`config.mk`:
```
export PLATFORM = sky130hd
export DESIGN_NAME = div_unit
export DESIGN_NICKNAME = d
export VERILOG_FILES = /design/src/rtl/div_pkg.sv /design/src/rtl/div_step.sv /design/src/rtl/div_unit.sv
export SDC_FILE = /design/constraint.sdc
export NUM_CORES = 1
export LEC_CHECK = 0
export ABC_CLOCK_PERIOD_IN_PS = 6500
export CAP_MARGIN = 20
export CORE_ASPECT_RATIO = 0.6
export CORE_MARGIN = 2
export CORE_UTILIZATION = 39
export CTS_CLUSTER_DIAMETER = 200
export CTS_CLUSTER_SIZE = 12
export DETAILED_ROUTE_END_ITERATION = 8
export SLEW_MARGIN = 20
export SYNTH_ARGS = -nofsm -noshare
export SYNTH_HDL_FRONTEND = slang
export SYNTH_HIERARCHICAL = 1
export SYNTH_SLANG_ARGS = --single-unit
```
`constraint.sdc`:
```
create_clock -name clk -period 6.5 [get_ports clk]
set_input_delay 1.3 -clock clk [delete_from_list [all_inputs] [get_ports clk]]
set_output_delay 1.3 -clock clk [all_outputs]
set_load 0.005 [all_outputs]
```
`src/rtl/div_pkg.sv`:
```
// Shared types and helpers for the iterative HI/LO divider.
package div_pkg;

  typedef enum logic [1:0] {
    IDLE,
    ZERO,
    RUN,
    DONE
  } state_t;

  localparam logic OP_DIVU = 1'b0;
  localparam logic OP_DIV  = 1'b1;

  // Widest operand cond_neg handles; callers zero-extend in and truncate out.
  localparam int MAX_W = 64;

  function automatic logic [MAX_W-1:0] cond_neg(input logic [MAX_W-1:0] v,
                                                input logic             neg);
    return neg ? -v : v;
  endfunction

endpackage

```
`src/rtl/div_step.sv`:
```
// One restoring-division iteration: shift in the next dividend bit, trial-subtract, keep or restore.
module div_step
  #(parameter int WIDTH = 32)
  (
    input  logic [WIDTH-1:0] rem_in,
    input  logic [WIDTH-1:0] quo_in,
    input  logic [WIDTH-1:0] divisor,
    output logic [WIDTH-1:0] rem_out,
    output logic [WIDTH-1:0] quo_out
  );

  logic [WIDTH:0] partial;
  logic [WIDTH:0] diff;
  logic           borrow;

  always_comb begin
    partial = {rem_in, quo_in[WIDTH-1]};
    // WIDTH+1-bit subtract; the extra carry-out bit is the borrow.
    {borrow, diff} = {1'b0, partial} - {2'b00, divisor};
    rem_out = borrow ? partial[WIDTH-1:0] : WIDTH'(diff);
    quo_out = {quo_in[WIDTH-2:0], ~borrow};
  end

endmodule

```
`src/rtl/div_unit.sv`:
```
// Multi-cycle DIV/DIVU engine for the EX stage: quotient to LO, remainder to HI,
// stalling the pipeline until the registered result is available.
module div_unit
  #(parameter int WIDTH = 32)
  (
    input  logic             clk,
    input  logic             reset,
    input  logic             start,
    input  logic             signed_op,
    input  logic             annul,
    input  logic [WIDTH-1:0] dividend,
    input  logic [WIDTH-1:0] divisor,
    output logic             stall_req,
    output logic             done,
    output logic [WIDTH-1:0] quotient,
    output logic [WIDTH-1:0] remainder
  );

  import div_pkg::*;

  localparam int CNT_W = $clog2(WIDTH + 1);

  state_t           state, state_nx;
  logic [CNT_W-1:0] count;
  logic [WIDTH-1:0] rem_q, quo_q, dsr_q;
  logic [WIDTH-1:0] rem_nx, quo_nx;
  logic             q_neg, r_neg;
  logic             accept, last, is_div;
  logic             dvd_sign, dsr_sign;

  assign is_div   = (signed_op == OP_DIV);
  assign dvd_sign = is_div & dividend[WIDTH-1];
  assign dsr_sign = is_div & divisor[WIDTH-1];
  assign accept   = (state == IDLE) && start && !annul;
  assign last     = (count == CNT_W'(WIDTH - 1));

  div_step #(.WIDTH(WIDTH)) u_step (
    .rem_in  (rem_q),
    .quo_in  (quo_q),
    .divisor (dsr_q),
    .rem_out (rem_nx),
    .quo_out (quo_nx)
  );

  always_comb begin
    state_nx = state;
    case (state)
      IDLE: if (accept) state_nx = (divisor == '0) ? ZERO : RUN;
      ZERO: state_nx = annul ? IDLE : DONE;
      RUN: begin
        if (annul)     state_nx = IDLE;
        else if (last) state_nx = DONE;
      end
      DONE: if (!start) state_nx = IDLE;
      default: state_nx = IDLE;
    endcase
  end

  assign stall_req = accept || (state == RUN) || (state == ZERO);
  assign done      = (state == DONE);

  always_ff @(posedge clk) begin
    if (!reset) begin
      state     <= IDLE;
      count     <= '0;
      rem_q     <= '0;
      quo_q     <= '0;
      dsr_q     <= '0;
      q_neg     <= 1'b0;
      r_neg     <= 1'b0;
      quotient  <= '0;
      remainder <= '0;
    end else begin
      state <= state_nx;
      case (state)
        IDLE: begin
          if (accept) begin
            // quo_q doubles as the dividend shift register; quotient bits enter at the LSB.
            quo_q <= WIDTH'(cond_neg(MAX_W'(dividend), dvd_sign));
            dsr_q <= WIDTH'(cond_neg(MAX_W'(divisor), dsr_sign));
            rem_q <= '0;
            count <= '0;
            q_neg <= dvd_sign ^ dsr_sign;
            r_neg <= dvd_sign;
          end
        end
        ZERO: begin
          if (!annul) begin
            quotient  <= '0;
            remainder <= '0;
          end
        end
        RUN: begin
          if (!annul) begin
            quo_q <= quo_nx;
            rem_q <= rem_nx;
            count <= count + 1'b1;
            if (last) begin
              quotient  <= WIDTH'(cond_neg(MAX_W'(quo_nx), q_neg));
              remainder <= WIDTH'(cond_neg(MAX_W'(rem_nx), r_neg));
            end
          end
        end
        default: ;
      endcase
    end
  end

endmodule

```
==> flow_summary_export.csv <==
group,metric,value,unit
status,run_status,"complete, no violations",
global_route,grt_overflow,0,
global_route,grt_max_degree,79,
timing,fin_max_slew_vios,0,
final_layout,fin_cells,2018,
setup_path,crit_fanout,39,
die,floorplan.io_pins,135,
setup_path,cp_peak_stage_delay,600,ps
cts,tritoncts_buffer_count,17,
cts,ctsRootBufferMaster,"clkbuf_16",
cts,bufs_on_longest_clock_path,2,
setup_path,worstSetupStartpoint,"rem_q[11]",
timing,fin_worst_skew,10.4,ps
final_layout,drive_gt1_share,5.59,%
global_route,wire_length_of_the_first_global_routing_pass,61600,µm
drt,drtIter0Drc,1295,
global_route,grt_pass1_vias,10300,
die,chipWidth,228,µm
drt,post_dr_vias_cell,5.74,
timing,final_min_period_over_clock_period,73.4,%
cts,postCtsSetupBuffers,0,
setup_path,crit_chain,"ha_1, a21oi_1, o21ai_0, a21oi_1, a311oi_2, nor3_4, buf_4, o21ai_0, nor4_1, nand4_1, o41ai_1, xor2_1, o21ai_1",
pwr,p_per_area,330,nW/µm²
timing,final_hold_viol_count,0,
cts,clock_latency,460,ps
drt,routed_wire_length_per_instance,19.8,µm
timing,fin_crit,4770,ps
die,start_util,39.4,%
min_path,min_from,"quotient[17]",
cts,cts_resized,0,
timing,timing.setup.tns,0,ps
place,place.detailed.instances,1987,
timing,relSlewSlack,25.7,%
setup_path,timing.critical_path.required,6820,ps
setup_path,crit_type,"reg2reg",
place,gpl.final_weighted_congestion,0.929,
cts,cts_tree,"built",
yosys,post_synth_num_cell_types,83,
die,core_area,29700,µm²
timing,unrepaired_setup_endpoints_after_global_routing,"false",
drt,drc,0,
final_layout,nets,1710,
die,core.rowCount,49,
timing,transition_time_at_the_pin_with_the_least_slew_margin,1110,ps
setup_path,cpMaxStageDelayCell,"nor4_1",
final_layout,count_of_inserted_antenna_diode_cells,0,
cts,clock-sinks,170,
yosys,mapped_nets,1656,
yosys,postSynth.topFlopCell,"dfxtp_1",
global_route,initial_antenna_violation_count,1,
die,fp.dieArea,31500,µm²
drt,detailedRoute.firstPassIterationCount,5,
yosys,yosys_warnings,6,
setup_path,start_kind,"register",
yosys,count_of_mapped_cells_out_of_synthesis,1544,
drt,antenna_left,0,
yosys,syn_avg_cell_area,7.59,µm²
yosys,yosysSeqAreaShare,29.0,%
final_layout,area_delta_synth_final,17.5,%
drt,num_vias,11600,
pwr,max-vdd-ir-drop,0.206,mV
setup_path,r2r_start,"rem_q[11]",
cts,path_clk_slew,70,ps
place,detailedPlacementHpwl,30500,µm
timing,fmax,0.210,GHz
yosys,netlist_area,11700,µm²
setup_path,setup.worst_path.end_class,"register",
job,max_cap_violations,0,
die,chipHeight,138,µm
cts,hold_fix_buffer_count_after_cts,0,
pwr,total_leakage_power,5.25,nW
min_path,holdCritPathClass,"reg2reg",
yosys,ys_async_sr_fraction,0,%
global_route,gr-usage-all-layers,25.0,%
place,numPortBuffers,134,
cts,ctsHtreeMaxLevel,4,
yosys,number_of_flops_mapped_to_enable_cells_by_yosys,0,
setup_path,critPathArrivalTime,5090,ps
yosys,yosys_register_bits,170,
timing,finalSetupViolCount,0,
drt,drt-total-wl,40000,µm
==> per-layer routing <==
layer	wire [µm]	vias to the layer above	GRT usage, %
met5	13	-	0
met4	229	2	4.05
met3	4720	22	9.10
met2	13900	445	28.9
met1	21100	5455	41.6
li1	-	5657	-
==> flip-flops by register name, summed over array words and instances, names as in the netlist <==
signal     cells
dsr_q         32
quo_q         32
rem_q         32
count          6
q_neg          1
quotient      32
state          2
r_neg          1
remainder     32
==> final cells by class <==
class	count	area, µm²
flip-flops and latches	170	3400
clock buffers	17	425
inverters	68	255
clock inverters	14	183
repair buffers	153	1490
fillers	2985	16000
well taps	408	510
multi-input cells	1188	7490
==> critical path: cells and delay by family (launching register included) <==
family	cells	cell delay (ps)
buffers and inverters	1	430
xor gates and xnor gates	1	200
DFF	1	460
and+or+nand+nor	3	1460
adders and majority gates	1	340
AOI/OAI and AO/OA	7	1710
==> power breakdown <==
part / internal [W] / leakage [nW] / switching (W)
combinational: 0.000721 / 3.57 / 0.00147
clock: 0.000613 / 0.299 / 0.000476
sequential: 0.00113 / 1.38 / 0.000133
total: 0.00246 / 5.25 / 0.00208
==> cells by family (layout without fill, tap and decap cells) <==
logic type / count (synthesis) / after routing / share of synthesized area [%]
compound gates: 466 / 466 / 25.3
xor+xnor: 131 / 131 / 9.79
fa+ha+maj: 43 / 43 / 4.66
buf+inv: 186 / 252 / 7.21
flops: 170 / 170 / 29.0
mux: 13 / 13 / 1.19
simple gates: 535 / 535 / 22.8
==> path summary, 6_finish.rpt <==
path,slack (ps),endpoint,depth (start not counted)
max,1730,remainder[29],13
max reg2reg,1730,remainder[29],13
min reg2reg,450,quotient[17],2
min,450,quotient[17],2
==> Yosys cell counts, types with 25 or more instances <==
master	instances	share of area (%)
clkbuf_1	75	2.4
ha_1	42	4.5
nor3_1	35	1.5
nand3_1	37	1.6
o21ai_0	52	2.2
o31ai_1	29	1.9
and3_1	47	2.5
buf_4	33	2.1
xor2_1	82	6.1
nor2_1	133	4.3
inv_1	65	2.1
nand2_1	159	5.1
a21oi_1	105	4.5
o21ai_1	108	4.6
xnor2_1	49	3.7
a31oi_1	25	1.3
dfxtp_1	170	29
==> stage by stage <==
| step | cell area (µm²) | setup slack, ps | total power [W] | util (%) | hold slack, ps |
|---|---|---|---|---|---|
| after detailed placement | 13200 | 1790 | 0.00340 | 44.2 | 441 |
| after global routing | 13800 | 1410 | 0.00481 | 46.3 | 463 |
| final | 13800 | 1730 | 0.00454 | 46.3 | 446 |
| after global placement | 13200 | 1910 | 0.00340 | 44.2 | 436 |
| after floorplan | 11700 | 2560 | 0.00282 | - | 425 |
| after CTS | 13800 | 1780 | 0.00450 | 46.3 | 451 |
==> cells in the final DEF (no fill, tap or decap), types with 29 or more instances in the layout <==
cell type and count:
a21oi_1 105, and3_1 47, clkdlybuf4s50_1 133, dfxtp_1 170, ha_1 41, inv_1 65, nand2_1 159, nand3_1 37
nor2_1 131, nor3_1 35, o21ai_0 52, o21ai_1 108, o31ai_1 29, xnor2_1 49, xor2_1 82
No activity file was read; power rests on OpenSTA's default activity.
